`src/rtl/fetch_mem_unit.sv`:
```
// Instruction/data fetch and memory-port unit for a multicycle datapath.
// Owns PC, IR and MDR and runs one request/ack memory transaction at a time, with a timeout.
module fetch_mem_unit #(
   parameter int unsigned TIMEOUT = 15
) (
   input  logic        clk,
   input  logic        rst,
   input  logic        MemRead,
   input  logic        MemWrite,
   input  logic        IRWrite,
   input  logic        IorD,
   input  logic        PCWrite,
   input  logic [1:0]  PCSrc,
   input  logic [31:0] ALUResult,
   input  logic [31:0] ALUOut,
   input  logic [31:0] RegB,
   output logic [5:0]  OpCode,
   output logic [31:0] Instr,
   output logic [31:0] MDR,
   output logic [31:0] PC,
   output logic        Busy,
   output logic        Err,
   output logic        mem_req,
   output logic        mem_we,
   output logic [31:0] mem_addr,
   output logic [31:0] mem_wdata,
   input  logic [31:0] mem_rdata,
   input  logic        mem_ack
);

   typedef enum logic [1:0] {StIdle, StRead, StWrite} state_e;

   localparam logic [3:0] WaitLast = 4'(TIMEOUT - 1);

   state_e      state_q, state_d;
   logic [3:0]  wait_q, wait_d;
   logic [31:0] addr_q, addr_d;
   logic [31:0] wdata_q, wdata_d;
   logic        irw_q, irw_d;
   logic [31:0] mdr_q, mdr_d;
   logic [31:0] instr_q, instr_d;
   logic [31:0] pc_q, pc_d;
   logic        err_q, err_d;

   always_comb begin
      state_d = state_q;
      wait_d  = wait_q;
      addr_d  = addr_q;
      wdata_d = wdata_q;
      irw_d   = irw_q;
      mdr_d   = mdr_q;
      instr_d = instr_q;
      pc_d    = pc_q;
      err_d   = err_q;

      case (state_q)
         StIdle: begin
            // Request address is taken from pc_q, so a same-cycle PC update cannot leak in.
            if (PCWrite) begin
               case (PCSrc)
                  2'b00:   pc_d = ALUResult;
                  2'b01:   pc_d = ALUOut;
                  2'b10:   pc_d = {pc_q[31:28], instr_q[25:0], 2'b00};
                  default: pc_d = pc_q;
               endcase
            end
            if (MemRead && MemWrite) begin
               err_d = 1'b1;
            end else if (MemRead) begin
               addr_d  = IorD ? ALUOut : pc_q;
               irw_d   = IRWrite;
               wait_d  = 4'd0;
               state_d = StRead;
            end else if (MemWrite) begin
               addr_d  = ALUOut;
               wdata_d = RegB;
               wait_d  = 4'd0;
               state_d = StWrite;
            end
         end
         StRead, StWrite: begin
            if (mem_ack) begin
               if (state_q == StRead) begin
                  mdr_d = mem_rdata;
                  if (irw_q) instr_d = mem_rdata;
               end
               state_d = StIdle;
            end else begin
               wait_d = wait_q + 4'd1;
               // Counter reaches TIMEOUT on this edge: abandon the transaction.
               if (wait_q == WaitLast) begin
                  err_d   = 1'b1;
                  state_d = StIdle;
               end
            end
         end
         default: state_d = StIdle;
      endcase
   end

   always_ff @(posedge clk or negedge rst) begin
      if (!rst) begin
         state_q <= StIdle;
         wait_q  <= 4'd0;
         addr_q  <= 32'd0;
         wdata_q <= 32'd0;
         irw_q   <= 1'b0;
         mdr_q   <= 32'd0;
         instr_q <= 32'd0;
         pc_q    <= 32'd0;
         err_q   <= 1'b0;
      end else begin
         state_q <= state_d;
         wait_q  <= wait_d;
         addr_q  <= addr_d;
         wdata_q <= wdata_d;
         irw_q   <= irw_d;
         mdr_q   <= mdr_d;
         instr_q <= instr_d;
         pc_q    <= pc_d;
         err_q   <= err_d;
      end
   end

   assign mem_req   = (state_q != StIdle);
   assign mem_we    = (state_q == StWrite);
   assign mem_addr  = addr_q;
   assign mem_wdata = wdata_q;
   assign Busy      = (state_q != StIdle);
   assign Err       = err_q;
   assign PC        = pc_q;
   assign MDR       = mdr_q;
   assign Instr     = instr_q;
   assign OpCode    = instr_q[31:26];

endmodule

```
`config.mk`:
```
export PLATFORM = sky130hd
export DESIGN_NAME = fetch_mem_unit
export DESIGN_NICKNAME = d
export VERILOG_FILES = /design/src/rtl/fetch_mem_unit.sv
export SDC_FILE = /design/constraint.sdc
export NUM_CORES = 1
export LEC_CHECK = 0
export CORE_ASPECT_RATIO = 2
export CORE_MARGIN = 2
export CORE_UTILIZATION = 55
export CTS_CLUSTER_DIAMETER = 50
export DETAILED_ROUTE_END_ITERATION = 10
export DONT_BUFFER_PORTS = 1
export GPL_TIMING_DRIVEN = 0
export PLACE_DENSITY = 0.7
export RECOVER_POWER = 100
export SKIP_LAST_GASP = 1
export SLEW_MARGIN = 10
export SYNTH_ARGS = -nofsm -noshare
export SYNTH_HDL_FRONTEND = slang
export SYNTH_SLANG_ARGS = --single-unit
```
`constraint.sdc`:
```
create_clock -name clk -period 2.3 [get_ports clk]
set_input_delay 0.23 -clock clk [delete_from_list [all_inputs] [get_ports clk]]
set_output_delay 0.23 -clock clk [all_outputs]
set_load 0.01 [all_outputs]
```
* After elaboration in Yosys (flattened, before gate mapping) *
Cells that the tools add are included.

cells by class
  reduce and logical (&&, ||, !) cells = 19
  bitwise gates (word level) = 3
  add/subtract/negate cells = 1
  equality and inequality tests = 11
  multiplexer cells = 19

operators with widths
  cell                 number
  $mux 32              3
  $pmux 32 s3          1
  $reduce_and 4->1     5
  $mux 4               4
  $reduce_and 3->1     5
  $mux 2               5
  $ne 2x2->1 const B   4
  $pmux 4 s2           1
  $reduce_bool 2->1    4
  $ne 3x3->1 const B   2
  $add 4x1->4 const B  1
  $eq 2x1->1 const B   2
  $eq 2x2->1 const B   2
  $eq 4x4->1 const B   1
  $logic_not 2->1      2
  $pmux 2 s2           1
  $mux 1               3
  $not 1->1            3
  $reduce_bool 3->1    1
  $pmux 1 s2           1
  $reduce_or 2->1      1
  $logic_and 1x1->1    1

word-level totals
  flip-flop bits (word level) = 168
  bits of input ports = 138
  output and inout port bits = 170

* Depth between registers and ports, before layout *
Gate-level depths: netlist of run 1.

  depth in word-level cells = 4
  mapped depth = 7
  gate-level depth less buffers = 5

* Worst setup path after synthesis of run 1 *
No wires, ideal clock.

  path type = register to register
  start point = register state_q[0]
  end point = register wdata_q[0] (netlist: mem_wdata[0])
  data required time = 2175 ps
  library setup time = 125 ps
  clock period less this slack = 1647 ps
  slack = 653 ps
  cell stages (with the launch flop) = 8
  arrival = 1522 ps
  cell sequence = dfrtp_1 > inv_1 > ha_1 > nor2b_4 > and3_4 > buf_6 > buf_12 > mux2_4

between the ends
  longest elaborated chain between the ends = 2

RTL lines
  item                        line  RTL
  from (decl)                 35    state_e state_q, state_d;
  from (signal assigned)      103   state_q <= StIdle;
  from (signal assigned)      113   state_q <= state_d;
  $logic_not 2->1             56    case (state_q)
  $reduce_and 4->1 (no line)  n/a
  to (signal assigned)        116   wdata_q <= wdata_d;
  to (decl)                   38    logic [31:0] wdata_q, wdata_d;

No other way between the ends.
A chain may end at the register's enable or synchronous reset.

* Worst setup path after layout of run 1 *
  start point = register state_q[1]
  end point = register wdata_q[29] (netlist: mem_wdata[29])

Same word-level chain as after synthesis.

==> impl_metrics.ini, run 1 <==
[outcome]
status = finished with violations
violations = hold timing

[timing]
skew_ns = 0.0117
clock.fmax_mhz = 474
finalSetupTns_ns = 0
fin_crit_sh_pct = 91.8
tightest_slew_ns = 0.643
hold_violations = 168
setup_viol = 0
slew_violations = 0
hold_ws_ns = -0.501
period_needed_ns = 2.11
rsz0062_at_grt = no
worst_slew_margin_rel_pct = 57.1

[global_routing]
grt-ovfl-total = 0
grt_pass1_wl_mm = 32.4
grt_pass1_vias = 5754
grt_antenna_before_repair = 0
track_usage_pct = 29.3
grt_max_degree = 169

[pwr]
power_density_mw_per_mm2 = 1350
p_sw_w = 0.00478
netSwitchingFraction_pct = 39.1
seqPwrFrac_pct = 52.2
power_leakage_nw = 3.95
ir_worst_vdd_mv = 0.652
power.share.combinational_pct = 25.2
clkPwrFrac_pct = 22.6
power.total_w = 0.0122
p_int_w = 0.00744

[clocking]
clkSinkCount = 168
clockBufferDepth = 2
insertion_delay_ns = 0.42
cts_setup_buffers = 0
cts_tree = done
hold_buffers = 83
cts_buffers = 17
root_buffer = clkbuf_16
htree_levels = 4
cts_resized = 0
clkTransAtPathRegs_ns = 0.07

[worst_hold_path]
hold_class = primary input to asynchronous set/reset pin

[floorplanning]
start_util_pct = 56.4
die_h_um = 170
die_width_um = 87.0
fp-row-count = 60
ios = 308
fp.dieArea_mm2 = 0.0148
core_area_mm2 = 0.0134

[drt]
drcViolationCount = 0
viasPerCell = 6.22
wire_per_inst_um = 25.3
vias = 5407
drtIter0Drc = 259
firstDrtPassIters = 5
drt.antenna.violating_nets = 0
drt-total-wl_mm = 22.0

[worst_setup_path]
cp_max_fo = 10
setup.worst_path.end_class = flop
critPathRequiredTime_ns = 2.59
startpoint_type = flop
critPathKind = flop to flop
arrival_ns = 2.40

[layout]
areaGrowthSynthToFinish_pct = 19.0
layout-drive-gt1-share_pct = 18.6
nFillCells = 1006
nNetsFinal = 853
antennaDiodeCount = 0

[logic_synthesis]
avgSynthCellArea_um2 = 12.6
syn-cell-area_mm2 = 0.00758
netlist_instances = 601
synthTopCellsByCount = dfrtp_1, mux2_2, nor2_1
synth_top_cell_area_share_pct = 55.5
synth_ff_type = dfrtp_1
yosysSeqAreaShare_pct = 55.5
ys_types = 42
synth-seq-cells = 168
synth.area.top_cells = dfrtp_1, mux2_2, mux2_4
syn_nets = 751
ys_warn_count = 0
synth_top_area_cell = dfrtp_1
async_flop_share_pct = 100
synth.most_common_cell = dfrtp_1
synth-edff-count = 0

[place]
gp_congestion = 0.880
port_buffers = 0
hpwlAfterDp_mm = 15.9

[run]
drv_cap = 0
-- worst max-delay path, stage by stage (launching register included) --
cell	delay, ns
dfrtp_1	0.40
inv_1	0.09
ha_1	0.25
nor2b_1	0.21
and3_2	0.22
clkbuf_2	0.27
buf_12	0.18
mux2_1	0.34
-- worst paths after layout --
path / start / slack (ns) / end / cells past startpoint
worst min register to register: irw_q$_DFFE_PN0P_ / 0.51 / irw_q$_DFFE_PN0P_ / 1
worst min-delay path: rst / -0.50 / mem_wdata[8]$_DFFE_PN0P_ / 0
worst max-delay path: state_q[1]$_DFFE_PN0P_ / 0.19 / mem_wdata[29]$_DFFE_PN0P_ / 7
max in group asynchronous: rst / 2.37 / PC[8]$_DFFE_PN0P_ / 0
worst max register to register: state_q[1]$_DFFE_PN0P_ / 0.19 / mem_wdata[29]$_DFFE_PN0P_ / 7
min in group clk: ALUResult[9] / 0.01 / PC[9]$_DFFE_PN0P_ / 2
-- area by class of cell --
class / instances / area, µm² / share of cell area (%)
Timing Repair Buffer: 83 / 831 / 9.21
Multi-Input combinational cell: 372 / 2900 / 32.1
Tap cell: 155 / 194 / 2.15
Inverter: 11 / 41.3 / 0.458
Clock buffer: 17 / 425 / 4.72
Sequential cell: 168 / 4200 / 46.6
Buffer: 50 / 288 / 3.19
Clock inverter: 13 / 139 / 1.54
-- cell usage in the layout, fill, tap and decap left out, types with 4 or more instances in the layout --
| cell | n |
|---|---|
| a221oi_1 | 26 |
| mux2_2 | 72 |
| ha_1 | 12 |
| o31ai_1 | 26 |
| dfrtp_1 | 168 |
| mux2i_1 | 33 |
| clkbuf_1 | 24 |
| buf_2 | 11 |
| dlygate4sd3_1 | 83 |
| a22o_1 | 4 |
| clkbuf_16 | 17 |
| clkbuf_2 | 6 |
| o21ai_0 | 7 |
| nor2_1 | 64 |
| mux2_4 | 4 |
| inv_1 | 11 |
| a21oi_1 | 33 |
| nand3_1 | 7 |
| mux2_1 | 26 |
| nand2_1 | 31 |
-- registers in the layout, indices dropped and copies added, names as in the netlist --
register / flops
Err: 1
PC: 32
wait_q: 4
mem_addr: 32
MDR: 32
Instr: 32
mem_wdata: 32
irw_q: 1
state_q: 2
-- logic make-up (layout without fill, tap and decap cells) --
group                    count (synthesis)  in the layout  synth area share (%)
AO/OA/AOI/OAI                          107            107                  9.87
multiplexers                           135            135                  21.0
adder cells (fa/ha/maj)                 12             12                  1.98
flip-flops                             168            168                  55.5
buffers and inverters                   61            174                  4.85
AND/OR/NAND/NOR                        118            118                  6.82
-- routing by layer --
metal,GRT usage [%],vias to the layer above,share of wire [%]
met5,0,-,0
met4,12.2,0,3.6
met3,8.58,47,8.5
met2,53.5,288,55
met1,30.2,2719,33
li1,-,2353,-
-- per-stage QoR --
stage	utilization (%)	hold WS [ns]	setup WS [ns]	instances	instance area, µm²
6_report	67.1	-0.501	0.189	869	9020
5_1_grt	67.1	-0.520	0.0917	869	9020
4_1_cts	68.2	-0.514	0.316	869	9170
3_5_place_dp	57.8	-0.0624	0.327	756	7770
3_3_place_gp	57.8	-0.0626	0.357	756	7770
2_1_floorplan	-	-0.0656	0.653	601	7580
-- power groups by stage --
stage	Clock, W	Sequential [W]	Combinational, W
6_report	0.00276	0.00637	0.00308
3_3_place_gp	0	0.00638	0.00308
2_1_floorplan	0	0.00588	0.00266
4_1_cts	0.00278	0.00639	0.00337
5_1_grt	0.00290	0.00654	0.00338
3_5_place_dp	0	0.00643	0.00322
No activity file was read; power rests on OpenSTA's default activity.
==> run 2: changes to the inputs <==
CTS_BUF_LIST = sky130_fd_sc_hd__clkbuf_8   (was not set)
==> impl_metrics.ini, run 2 (same netlist as run 1, synthesis figures left out) <==
[drt]
drcViolationCount = 0
vias = 5620
drt.antenna.violating_nets = 0
drt-total-wl_mm = 22.8
wire_per_inst_um = 25.2
viasPerCell = 6.21
drtIter0Drc = 245
firstDrtPassIters = 5

[clocking]
htree_levels = 4
cts_buffers = 17
root_buffer = clkbuf_8
cts_resized = 0
clkSinkCount = 168
clkTransAtPathRegs_ns = 0.10
cts_tree = done
insertion_delay_ns = 0.45
clockBufferDepth = 2

[pwr]
power_density_mw_per_mm2 = 1270
ir_worst_vdd_mv = 0.690
power_leakage_nw = 4.04

[worst_setup_path]
rr_startpoint = state_q[1]$_DFFE_PN0P_
startpoint_type = flop
cp_max_fo = 10
crit_chain = inv_1 -> ha_1 -> nor2b_1 -> and3_1 -> clkbuf_2 -> buf_12 -> mux2_1
reg2reg_slack_ns = 0.17
critPathRequiredTime_ns = 2.64
cp_slowest_stage_delay_ns = 0.41
arrival_ns = 2.47
critPathKind = flop to flop
cpMaxStageDelayCell = dfrtp_1
r2r_end = mem_wdata[23]$_DFFE_PN0P_
setup.worst_path.end_class = flop
reg2regPathDepth = 7

[global_routing]
grt_pass1_wl_mm = 33.6
track_usage_pct = 30.4
grt_antenna_before_repair = 0
grt_pass1_vias = 6016
grt_max_degree = 169
grt-ovfl-total = 0

[timing]
hold_violations = 168
tightest_slew_ns = 0.645
period_needed_ns = 2.13
worst_slew_margin_rel_pct = 57.0
setup_viol = 0
clock.fmax_mhz = 469
hold_ws_ns = -0.542
rsz0062_at_grt = no
setup_ws_ns = 0.169
slew_violations = 0
fin_crit_sh_pct = 92.6
skew_ns = 0.0153
finalSetupTns_ns = 0

[floorplanning]
ios = 308
die_width_um = 87.0
fp.dieArea_mm2 = 0.0148
start_util_pct = 56.4
fp-row-count = 60
die_h_um = 170
core_area_mm2 = 0.0134

[layout]
fin_area_mm2 = 0.00923
layout-drive-gt1-share_pct = 19.5
areaGrowthSynthToFinish_pct = 21.8
mostFrequentLayoutCells = dfrtp_1, dlygate4sd3_1, mux2_2
nNetsFinal = 887
layout_commonest_cell = dfrtp_1

[outcome]
violations = hold timing
status = finished with violations

[place]
dp_slack_ns = 0.327
dpl_cell_area_mm2 = 0.00777
hpwlAfterDp_mm = 15.9
gp_congestion = 0.880
port_buffers = 0

[run]
drv_cap = 0

[worst_hold_path]
hold_class = primary input to asynchronous set/reset pin
## run 2: changes by cell type in the layout (fill, tap and decap cells not counted)
cell,delta
diode_2,+2
clkbuf_16,-17
dlygate4sd3_1,+34
mux2_1,-14
clkbuf_8,+17
mux2_2,-1
and3_1,+1
and3_2,-1
mux2_4,+15
## run 2: area by class of cell
type	instances	area, µm²
antenna	2	5.00
sequential	168	4200
clock buffer	17	234
timing repair buffer	117	1170
multi-input combinational	372	2950
buffer	50	288
clock inverter	13	139
tap	155	194
inverter	11	41.3
fill	949	4210
## run 2: through the flow
| step | hold slack [ns] | cells | utilization (%) | total power (W) |
|---|---|---|---|---|
| floorplan | -0.0656 | 601 | - | 0.00855 |
| global placement | -0.0626 | 756 | 57.8 | 0.00947 |
| detailed placement | -0.0624 | 756 | 57.8 | 0.00965 |
| CTS | -0.562 | 902 | 69.3 | 0.0119 |
| global route | -0.569 | 903 | 68.6 | 0.0123 |
| finish | -0.542 | 905 | 68.7 | 0.0117 |
## run 2: worst max path at each step
stage,startpoint,end,slack (ns),depth (start not counted)
after floorplan,state_q[0]$_DFFE_PN0P_,mem_wdata[0]$_DFFE_PN0P_,0.65,7
after global placement,state_q[0]$_DFFE_PN0P_,MDR[27]$_DFFE_PN0P_,0.36,5
after detailed placement,state_q[0]$_DFFE_PN0P_,MDR[23]$_DFFE_PN0P_,0.33,5
after CTS,state_q[1]$_DFFE_PN0P_,mem_req,0.28,5
after global routing,state_q[1]$_DFFE_PN0P_,mem_wdata[23]$_DFFE_PN0P_,0.08,7
final,state_q[1]$_DFFE_PN0P_,mem_wdata[23]$_DFFE_PN0P_,0.17,7
## run 2: critical path: cells and delay by family, from the launching register on
family	cells	cell delay [ns]
buffers and inverters	3	0.59
and+or+nand+nor	2	0.43
DFF	1	0.41
muxes	1	0.33
adders and majority gates	1	0.25
## run 2: power by group
group | switching (W) | internal [W] | leakage [nW] | total (W)
registers | 0.00201 | 0.00438 | 2.02 | 0.00639
logic | 0.00159 | 0.00168 | 1.84 | 0.00327
clock network | 0.00116 | 0.000880 | 0.181 | 0.00204
## run 2: timing repair
item	4_1_cts	5_1_grt
hold endpoints to repair	317	169
buffers inserted	0	0
hold buffers	116	1
## run 2: metal layers
| metal | wire [µm] | track usage [%] | up-vias |
|---|---|---|---|
| met5 | 0 | 0 | - |
| met4 | 773 | 13.8 | 0 |
| met3 | 1950 | 8.29 | 63 |
| met2 | 12600 | 55.5 | 328 |
| met1 | 7460 | 31.2 | 2805 |
| li1 | - | - | 2424 |
